==> config.mk <==
export PLATFORM = sky130hd
export DESIGN_NAME = pipe_gap_gen
export DESIGN_NICKNAME = d
export VERILOG_FILES = /design/src/rtl/pipe_pkg.sv /design/src/rtl/lfsr_galois.sv /design/src/rtl/pipe_gap_gen.sv
export SDC_FILE = /design/constraint.sdc
export NUM_CORES = 1
export LEC_CHECK = 0
export ABC_CLOCK_PERIOD_IN_PS = 2200
export BUFFER_PORTS_ARGS = -buffer_cell sky130_fd_sc_hd__buf_2
export CAP_MARGIN = 20
export CORE_ASPECT_RATIO = 1.25
export CORE_UTILIZATION = 55
export DETAILED_ROUTE_END_ITERATION = 16
export PLACE_DENSITY = 0.78
export SLEW_MARGIN = 25
export SYNTH_ARGS = -nofsm -noshare
export SYNTH_HDL_FRONTEND = slang
export SYNTH_HIERARCHICAL = 1
export SYNTH_SLANG_ARGS = --single-unit
==> constraint.sdc <==
create_clock -name clk -period 2.2 [get_ports clk]
set_input_delay 0.33 -clock clk [delete_from_list [all_inputs] [get_ports clk]]
set_output_delay 0.33 -clock clk [all_outputs]
set_load 0.01 [all_outputs]
==> src/rtl/pipe_pkg.sv <==
// Shared pipe-gap types and constants: FSM states, default
// LFSR taps/seeds per width, screen y limits shared with the renderer.
package pipe_pkg;

  typedef enum logic [1:0] {
    IDLE,
    REDUCE,
    CLAMP
  } gap_state_e;

  localparam logic [7:0] TAPS8  = 8'h1C;
  localparam logic [7:0] SEED8  = 8'hCD;
  localparam logic [8:0] TAPS9  = 9'h070;
  localparam logic [8:0] SEED9  = 9'd205;
  localparam logic [9:0] TAPS10 = 10'h008;
  localparam logic [9:0] SEED10 = 10'd205;

  localparam int unsigned SCREEN_MIN_Y = 80;
  localparam int unsigned SCREEN_MAX_Y = 335;

endpackage

==> src/rtl/lfsr_galois.sv <==
// Galois LFSR: rotate-left with TAPS folded in when MSB is set.
// Ports: clk, rst_n, step, load, load_val in; q out (current state).
module lfsr_galois
  import pipe_pkg::*;
#(
  parameter int unsigned      WIDTH = 9,
  parameter logic [WIDTH-1:0] TAPS  = TAPS9,
  parameter logic [WIDTH-1:0] SEED  = SEED9
) (
  input  logic             clk,
  input  logic             rst_n,
  input  logic             step,
  input  logic             load,
  input  logic [WIDTH-1:0] load_val,
  output logic [WIDTH-1:0] q
);

  logic [WIDTH-1:0] q_q;
  logic [WIDTH-1:0] nxt;

  assign nxt = {q_q[WIDTH-2:0], q_q[WIDTH-1]}
             ^ (q_q[WIDTH-1] ? TAPS : '0);

  // Zero is a dead state: a zero load falls back to SEED,
  // and a zero state is pulled back to SEED on the next edge.
  always_ff @(posedge clk or negedge rst_n) begin
    if (!rst_n) begin
      q_q <= SEED;
    end else if (load) begin
      q_q <= (load_val == '0) ? SEED : load_val;
    end else if (q_q == '0) begin
      q_q <= SEED;
    end else if (step) begin
      q_q <= nxt;
    end
  end

  assign q = q_q;

endmodule

==> src/rtl/pipe_gap_gen.sv <==
// Pipe gap generator: LFSR value mapped into [MIN_Y, MAX_Y], optional
// step clamp. Ports: req/ready/gap_y/gap_valid handshake, stir, seed load.
module pipe_gap_gen
  import pipe_pkg::*;
#(
  parameter int unsigned      WIDTH     = 9,
  parameter logic [WIDTH-1:0] TAPS      = TAPS9,
  parameter logic [WIDTH-1:0] SEED      = SEED9,
  parameter int unsigned      MIN_Y     = SCREEN_MIN_Y,
  parameter int unsigned      MAX_Y     = SCREEN_MAX_Y,
  parameter int unsigned      MAX_DELTA = 0
) (
  input  logic             clk,
  input  logic             rst_n,
  input  logic             req,
  output logic             ready,
  output logic [WIDTH-1:0] gap_y,
  output logic             gap_valid,
  input  logic             stir,
  input  logic             seed_load,
  input  logic [WIDTH-1:0] seed_val
);

  localparam int unsigned EW   = WIDTH + 1;
  localparam int unsigned SPAN = MAX_Y - MIN_Y + 1;

  localparam logic [EW-1:0]    SPAN_E = EW'(SPAN);
  localparam logic [WIDTH-1:0] SPAN_W = SPAN_E[WIDTH-1:0];
  localparam logic [EW-1:0]    MIN_E  = EW'(MIN_Y);
  localparam logic [EW-1:0]    D_E    = EW'(MAX_DELTA);
  localparam logic [WIDTH-1:0] D_W    = WIDTH'(MAX_DELTA);
  localparam logic [WIDTH-1:0] MID    = WIDTH'((MIN_Y + MAX_Y) / 2);

  gap_state_e       state_q;
  logic [WIDTH-1:0] r_q;
  logic [WIDTH-1:0] gap_q;
  logic [WIDTH-1:0] prev_q;
  logic             valid_q;

  logic [WIDTH-1:0] lfsr_q;
  logic [WIDTH-1:0] lfsr_nxt;
  logic             idle;
  logic             step;

  logic [EW-1:0]    raw_e;
  logic [EW-1:0]    up_e;
  logic [EW-1:0]    hi_e;
  logic [EW-1:0]    prev_e;
  logic [WIDTH-1:0] clamp_d;

  assign idle = (state_q == IDLE);
  // req and stir together advance once; seed_load masks both.
  assign step = idle & ~seed_load & (req | stir);

  assign lfsr_nxt = {lfsr_q[WIDTH-2:0], lfsr_q[WIDTH-1]}
                  ^ (lfsr_q[WIDTH-1] ? TAPS : '0);

  lfsr_galois #(
    .WIDTH (WIDTH),
    .TAPS  (TAPS),
    .SEED  (SEED)
  ) u_lfsr (
    .clk      (clk),
    .rst_n    (rst_n),
    .step     (step),
    .load     (seed_load),
    .load_val (seed_val),
    .q        (lfsr_q)
  );

  // One extra bit so prev+delta and raw+delta never wrap.
  assign raw_e  = MIN_E + {1'b0, r_q};
  assign up_e   = raw_e + D_E;
  assign prev_e = {1'b0, prev_q};
  assign hi_e   = prev_e + D_E;

  always_comb begin
    clamp_d = raw_e[WIDTH-1:0];
    if (MAX_DELTA != 0) begin
      if (raw_e > hi_e) begin
        clamp_d = prev_q + D_W;
      end else if (up_e < prev_e) begin
        clamp_d = prev_q - D_W;
      end
    end
  end

  always_ff @(posedge clk or negedge rst_n) begin
    if (!rst_n) begin
      state_q <= IDLE;
      r_q     <= '0;
      gap_q   <= MID;
      prev_q  <= MID;
      valid_q <= 1'b0;
    end else begin
      valid_q <= 1'b0;
      if (seed_load) begin
        state_q <= IDLE;
      end else begin
        unique case (state_q)
          IDLE: begin
            if (req) begin
              r_q     <= lfsr_nxt;
              state_q <= REDUCE;
            end
          end
          REDUCE: begin
            if ({1'b0, r_q} >= SPAN_E) begin
              r_q <= r_q - SPAN_W;
            end else begin
              state_q <= CLAMP;
            end
          end
          CLAMP: begin
            gap_q   <= clamp_d;
            prev_q  <= clamp_d;
            valid_q <= 1'b1;
            state_q <= IDLE;
          end
          default: state_q <= IDLE;
        endcase
      end
    end
  end

  assign ready     = idle;
  assign gap_y     = gap_q;
  assign gap_valid = valid_q;

endmodule

==> out/qor.txt, run 1 <==
status: completed
I/O pins: 25
Max Fclk: 647.1 MHz
top post-synthesis cells by area: dfrtp_1 (32%), dfstp_2 (19%), nand2_1 (9.0%)
cell count after synthesis: 151
die area: 2946 sq um
reg2reg path depth: 3
GR Util All Layers: 0.2214
worst reg2reg setup slack: 0.65 ns
Antenna diodes: 0
post-CTS setup buffers: 0
initial antenna violation count: 0
maximum vdd drop: 0.6042 mV
power after layout: 0.001576 W
first-pass iteration count of the detailed router: 4
Worst Setup Start Kind: flop
Placed Cells: 201
r2r endpoint: u_lfsr/q[7]
MaxCap Viol Count: 0
critical path class: flop to flop
signal arrival time at the worst endpoint: 1.79 ns
Final GP Congestion: 0.9115
sequential share of the synthesized area: 0.5087
final antenna-violating net count: 0
Seq cells post-synth: 30
synthesized area: 1503 sq um
final wirelength: 2776 um
Synth warnings: 6
Worst-path clk slew: 0.09 ns
Fill cells: 216
unrepaired setup endpoints after global routing: no
# setup viols final: 0
Die H: 60.44 um
CP max FO: 10
core area: 2502 sq um
FFs w/ async S/R, synth: 1.000
Leak: 0.7805 nW
Yosys top cell area share: 0.3164
crit end category: flop
DR WL/cell: 13.28 um
Final period util: 0.7024
layout cell share with drive strength beyond 1: 0.2727
DRT iter0 DRCs: 34
PostCTS Resize Cnt: 0
ys flop type: dfrtp_1
cell at the root of the clock tree: clkbuf_4
FF/Latch Area: 764.5 sq um
Post-Synth XOR/XNOR Area: 0.05246
Setup crit start: u_lfsr/q[8]
Max Slew Vio Count: 0
mux cell area share after synthesis: 0.03331
CP required: 2.45 ns
Slew Limit Headroom: 0.5793
clock sink count: 30
post-route minimum period: 1.545 ns
vias in the first global route: 1097
worst setup path end: u_lfsr/q[7]
vias post-DR: 1159
vias per cell: 5.545
Yosys top cell by area: dfrtp_1
Slew @ Worst Pin: 0.6310 ns
drt drc: 0
most common cell after layout, fill and taps aside: nand2_1
Rows: 20
Num CTS Buffers: 5
syn nets: 166
Power Dens Cells: 942.3 nW/um^2
Yosys cell types: 35
Hold Buf Count CTS: 0
most frequent cells in the layout: nand2_1 (36), buf_2 (24), dfrtp_1 (19)
CTS tree: done
H-tree depth: 2
EDFF count, synth: 0
largest net degree at the start of global routing: 31
Setup TNS Final: 0 ns
Hold Vio Cnt, Final: 0
Layout Skew: 0.01196 ns
largest family of logic cells by synthesized area: simple AND/OR/NAND/NOR gates
die span in x: 48.75 um
reg2reg start: u_lfsr/q[8]
worst stage delay on the critical path: 0.54 ns
post-synthesis compound-gate area fraction: 0.1674
Buffers on Ports: 24
Initial Util: 0.6005
area of the multi-input gates: 679.4 sq um
Overflow after GRT: 0
Post-DP HPWL: 2010 um
first-pass GRT wire length: 4802 um
area grow syn2layout: 11.32%
Hold Crit Class: input pin to async pin
Mapped Avg Cell Area: 9.952 sq um
Critical Path Slowest Stage Cell: dfrtp_1
Clock Latency Late Sink: 0.33 ns
fin cells: 209
Min Hold Slack: 0.006570 ns
Synth Area in Simple Gates: 0.1865
post-synthesis adder-cell area fraction: 0.008326
Clock Tree Buf Depth: 2
CP Cell Sequence: nor4_1 -> nand3b_1 -> a2bb2oi_1
final net count: 190
power breakdown:
group          switching (W)  internal [W]  total [W]
combinational       0.000227      0.000197   0.000423
clock               0.000172      0.000127   0.000299
sequential          0.000112      0.000742   0.000854
synthesized netlist by cell type (3+ instances only):
| master | instances |
|---|---|
| nor3_1 | 3 |
| a21oi_1 | 4 |
| nor2_1 | 4 |
| mux2i_1 | 5 |
| o21ai_0 | 11 |
| a2bb2oi_1 | 3 |
| buf_6 | 3 |
| xnor2_1 | 3 |
| o31ai_1 | 3 |
| inv_1 | 3 |
| nand2_1 | 36 |
| nor4_1 | 4 |
| dfstp_2 | 11 |
| clkbuf_1 | 4 |
| nor3b_1 | 3 |
| dfrtp_1 | 19 |
| xor2_1 | 6 |
| o21ai_1 | 3 |
area by class of cell:
| cell class | instances | area share |
|---|---|---|
| Sequential cell | 30 | 0.4570 |
| Multi-Input combinational cell | 110 | 0.4061 |
| Timing Repair Buffer | 25 | 0.07629 |
| Clock buffer | 8 | 0.02917 |
| Tap cell | 33 | 0.02468 |
| Inverter | 3 | 0.006732 |
through the flow:
step | instance area, sq um | utilization | setup WS (ns)
after floorplan | 1503 | - | 0.5261
after global placement | 1624 | 0.6490 | 0.6212
after detailed placement | 1624 | 0.6490 | 0.5718
after CTS | 1673 | 0.6685 | 0.6673
after global routing | 1673 | 0.6685 | 0.5108
final | 1673 | 0.6685 | 0.6546
flip-flops by register name (all words and copies together) (netlist names):
register and cells:
r_q 9, gap_y 9, u_lfsr/q 9, state_q 2
gap_valid 1
layer usage:
layer / global-route usage / up-vias / part of all wire
met5: 0 / - / 0
met4: 0.1134 / 0 / 0.014
met3: 0.06767 / 4 / 0.044
met2: 0.4087 / 34 / 0.52
met1: 0.2310 / 547 / 0.42
li1: - / 574 / -
worst min path at each step:
stage | depth (start not counted) | slack [ns] | to | startpoint
after floorplan | 0 | 0.03 | gap_valid | rst_n
after global placement | 1 | 0.37 | gap_y[8] | rst_n
after detailed placement | 1 | 0.39 | r_q[7] | rst_n
after CTS | 1 | 0.02 | r_q[7] | rst_n
after global routing | 1 | 0.05 | r_q[7] | rst_n
final | 1 | 0.007 | r_q[7] | rst_n
worst max-delay path, delay by kind of cell (launching register included):
kind | cells | cell delay, ns
DFF | 1 | 0.54
AOI/OAI and AO/OA | 1 | 0.25
and+or+nand+nor | 2 | 0.67
kinds of logic after synthesis:
| group | Yosys count |
|---|---|
| simple gates | 58 |
| compound gates | 37 |
| flops | 30 |
| buf+inv | 11 |
| xor+xnor | 9 |
| mux | 5 |
| fa+ha+maj | 1 |
(Power assumes the default switching activity.)
==> run 2, diff against run 1 <==
ABC_AREA = 1   (was default)
ABC_CLOCK_PERIOD_IN_PS = 1340   (was 2200)
CORE_UTILIZATION = 50   (was 55)
PLACE_DENSITY = 0.74   (was 0.78)
clock period = 1.34 ns   (was 2.2 ns; I/O delays follow)
==> run 2 against run 1 <==
Compared with the run above:
- combinational power increased by 140%
- critical endpoint is now ready
- highest routed layer unchanged
- critical path type is now flop to output pin
- largest power group unchanged
- via count increased by 26%
- clock power increased by 94%
- hold slack improved by 0.16 ns
- clock skew decreased by 0.0050 ns
==> out/qor.txt, run 2 <==
status: completed (unchanged)
initial antenna violation count: 0 (unchanged)
Critical Path Slowest Stage Cell: dfrtp_2 (was dfrtp_1)
FF/Latch Area: 767.0 sq um (was 764.5 sq um)
layout cell share with drive strength beyond 1: 0.3012 (was 0.2727)
vias post-DR: 1464 (was 1159)
Synth top cells by count: nand2_1 (91), nand3_1 (26), dfrtp_1 (19) (was nand2_1 (36), dfrtp_1 (19), dfstp_2 (11), o21ai_0 (11), xor2_1 (6))
syn nets: 229 (was 166)
Yosys top cell by area: dfrtp_1 (unchanged)
post-route minimum period: 1.280 ns
core area: 3000 sq um (was 2502 sq um)
die span in x: 52.88 um (was 48.75 um)
worst reg2reg setup slack: 0.06 ns (was 0.65 ns)
final wirelength: 3359 um (was 2776 um)
drt drc: 0 (unchanged)
most common cell in the synthesized netlist: nand2_1 (unchanged)
metal2 WL: 1710 um (was 1453 um)
Rows: 22 (was 20)
MaxCap Viol Count: 0 (unchanged)
worst stage delay on the critical path: 0.45 ns (was 0.54 ns)
signal arrival time at the worst endpoint: 1.08 ns (was 1.79 ns)
most common cell after layout, fill and taps aside: nand2_1 (unchanged)
Placed Cells: 281 (was 201)
hold path cells: 5
Num CTS Buffers: 5 (unchanged)
final antenna-violating net count: 0 (unchanged)
vias per cell: 4.963 (was 5.545)
kind of cell adding the most delay to the critical path: flip-flops (was simple AND/OR/NAND/NOR gates)
post-layout util: 0.6535 (was 0.6685)
critical path class: flop to output pin (was flop to flop)
power after layout: 0.002985 W (was 0.001576 W)
r2r endpoint: u_lfsr/q[1] (was u_lfsr/q[7])
clock sink count: 30 (unchanged)
Max Slew Vio Count: 0 (unchanged)
maximum vdd drop: 0.9352 mV (was 0.6042 mV)
Fill cells: 289 (was 216)
Hold Path Sink: u_lfsr/q[1]
Overflow after GRT: 0 (unchanged)
Power Dens Cells: 1522 nW/um^2 (was 942.3 nW/um^2)
Final GP Congestion: 0.8908 (was 0.9115)
sequential share of the synthesized area: 0.4725 (was 0.5087)
Worst-path clk slew: 0.10 ns (was 0.09 ns)
ys flop type: dfrtp_1 (unchanged)
reg2reg start: state_q[1] (was u_lfsr/q[8])
hold_sp: seed_val[1]
crit end category: output pin (was flop)
Mapped Avg Cell Area: 7.560 sq um (was 9.952 sq um)
CTS tree: done (unchanged)
largest net degree at the start of global routing: 19 (was 31)
Synth warnings: 6 (unchanged)
CP bufs+invs: 1 (was 0)
CP max FO: 4 (was 10)
area of the multi-input gates: 768.2 sq um (was 679.4 sq um)
DRT iter0 DRCs: 49 (was 34)
GR Util All Layers: 0.2227 (was 0.2214)
cell at the root of the clock tree: clkbuf_4 (unchanged)
fin cells: 295 (was 209)
Post-DP HPWL: 2479 um (was 2010 um)
area grow syn2layout: 21.19% (was 11.32%)
Initial Util: 0.5392 (was 0.6005)
DR WL/cell: 11.39 um (was 13.28 um)
first-pass GRT wire length: 5464 um (was 4802 um)
CP required: 1.14 ns (was 2.45 ns)
die area: 3468 sq um (was 2946 sq um)
Final period util: 0.9553
synthesized area: 1618 sq um (was 1503 sq um)
Clock Tree Buf Depth: 2 (unchanged)
top post-synthesis cells by area: dfrtp_1 (29%), nand2_1 (21%), dfstp_2 (18%) (was dfrtp_1 (32%), dfstp_2 (19%), nand2_1 (9.0%))
Yosys top cell area share: 0.2939 (was 0.3164)
vias in the first global route: 1289 (was 1097)
Seq cells post-synth: 30 (unchanged)
Worst Setup Start Kind: flop (unchanged)
Hold Crit Class: input pin to flop (was input pin to async pin)
Detail Route met3 WL: 127 um (was 121 um)
cell count after synthesis: 214 (was 151)
Leak: 1.046 nW (was 0.7805 nW)
Clock Latency Late Sink: 0.33 ns (about the same)
reg2reg path depth: 7 (was 3)
Slew @ Worst Pin: 0.3503 ns (was 0.6310 ns)
Die H: 65.60 um (was 60.44 um)
Hold Vio Cnt, Final: 0 (unchanged)
most frequent cells in the layout: nand2_1 (90), nand3_1 (26), buf_2 (24) (was nand2_1 (36), buf_2 (24), dfrtp_1 (19))
first-pass iteration count of the detailed router: 4 (unchanged)
Layout Skew: 0.006962 ns (was 0.01196 ns)
routed length on met1: 1411 um (was 1162 um)
Yosys cell types: 25 (was 35)
I/O pins: 25 (unchanged)
FFs w/ async S/R, synth: 1.000 (unchanged)
PnR worst setup slack: 0.05987 ns (was 0.6546 ns)
# setup viols final: 0 (unchanged)
final net count: 273 (was 190)
Antenna diodes: 0 (unchanged)
Min Hold Slack: 0.1664 ns (was 0.006570 ns)
Slew Limit Headroom: 0.7659 (was 0.5793)
Buffers on Ports: 24 (unchanged)
top routing layer in use: met4 (unchanged)
EDFF count, synth: 0 (unchanged)
Max Fclk: 781.2 MHz
H-tree depth: 2 (unchanged)
CP Cell Sequence: nor2_4 -> buf_2 (was nor4_1 -> nand3b_1 -> a2bb2oi_1)
pre-CTS WS: 0.04339 ns (was 0.5718 ns)
==> run 2: worst reg2reg max path: stages, from the launching register on <==
cell and delay (ns):
dfrtp_2 0.45, nor2_4 0.15, nand3_1 0.10, nand2_2 0.13, nor2_4 0.07, buf_4 0.15, nand3_1 0.09, nand2_1 0.05
==> run 2: final cells by class <==
type,count,area share
clock buffer,6,0.02616
clock inverter,2,0.006382
inverter,19,0.03765
multi-input combinational,162,0.3918
sequential,30,0.3912
tap,36,0.02297
timing repair buffer,40,0.1238
==> run 2: cell families (layout without fill, tap and decap cells) <==
kind of cell / after synthesis / count (layout) / share of synthesized area
simple gates: 141 / 142 / 0.3751
xor+xnor: 2 / 2 / 0.01083
flops: 30 / 30 / 0.4725
fa+ha+maj: 1 / 1 / 0.007733
buf+inv: 23 / 67 / 0.06574
compound gates: 17 / 17 / 0.06806
==> run 2: how the worst max path moves through the flow <==
stage	cells after the start	end	startpoint
after floorplan	7	u_lfsr/q[8]	state_q[1]
after global placement	7	u_lfsr/q[0]	u_lfsr/q[1]
after detailed placement	6	u_lfsr/q[8]	state_q[1]
after CTS	6	u_lfsr/q[8]	state_q[1]
after global routing	7	u_lfsr/q[1]	state_q[1]
final	2	ready	state_q[1]
==> run 2: metal layers <==
metal	up-vias	GRT usage
li1	768	-
met1	649	0.2474
met2	38	0.3829
met3	9	0.05324
met4	0	0.1151
met5	-	0
==> run 2: power breakdown <==
| part | internal (W) | switching (W) |
|---|---|---|
| Sequential | 0.00124 | 0.000171 |
| Clock | 0.000252 | 0.000329 |
| Combinational | 0.000429 | 0.000566 |
==> run 2: what timing repair did <==
| action | in CTS | in global routing |
|---|---|---|
| endpoints found under the hold margin | 11 | 0 |
| endpoints found under the setup margin | 0 | 10 |
| gates resized for setup | 0 | 2 |
| hold buffers | 1 | 0 |
| buffers inserted | 0 | 4 |
==> run 2: metrics by stage <==
stage / setup TNS [ns] / cell area [sq um]
final: 0 / 1961
after global routing: -0.0007401 / 1961
after CTS: 0 / 1923
after detailed placement: 0 / 1849
after global placement: 0 / 1849
after floorplan: -0.01245 / 1634
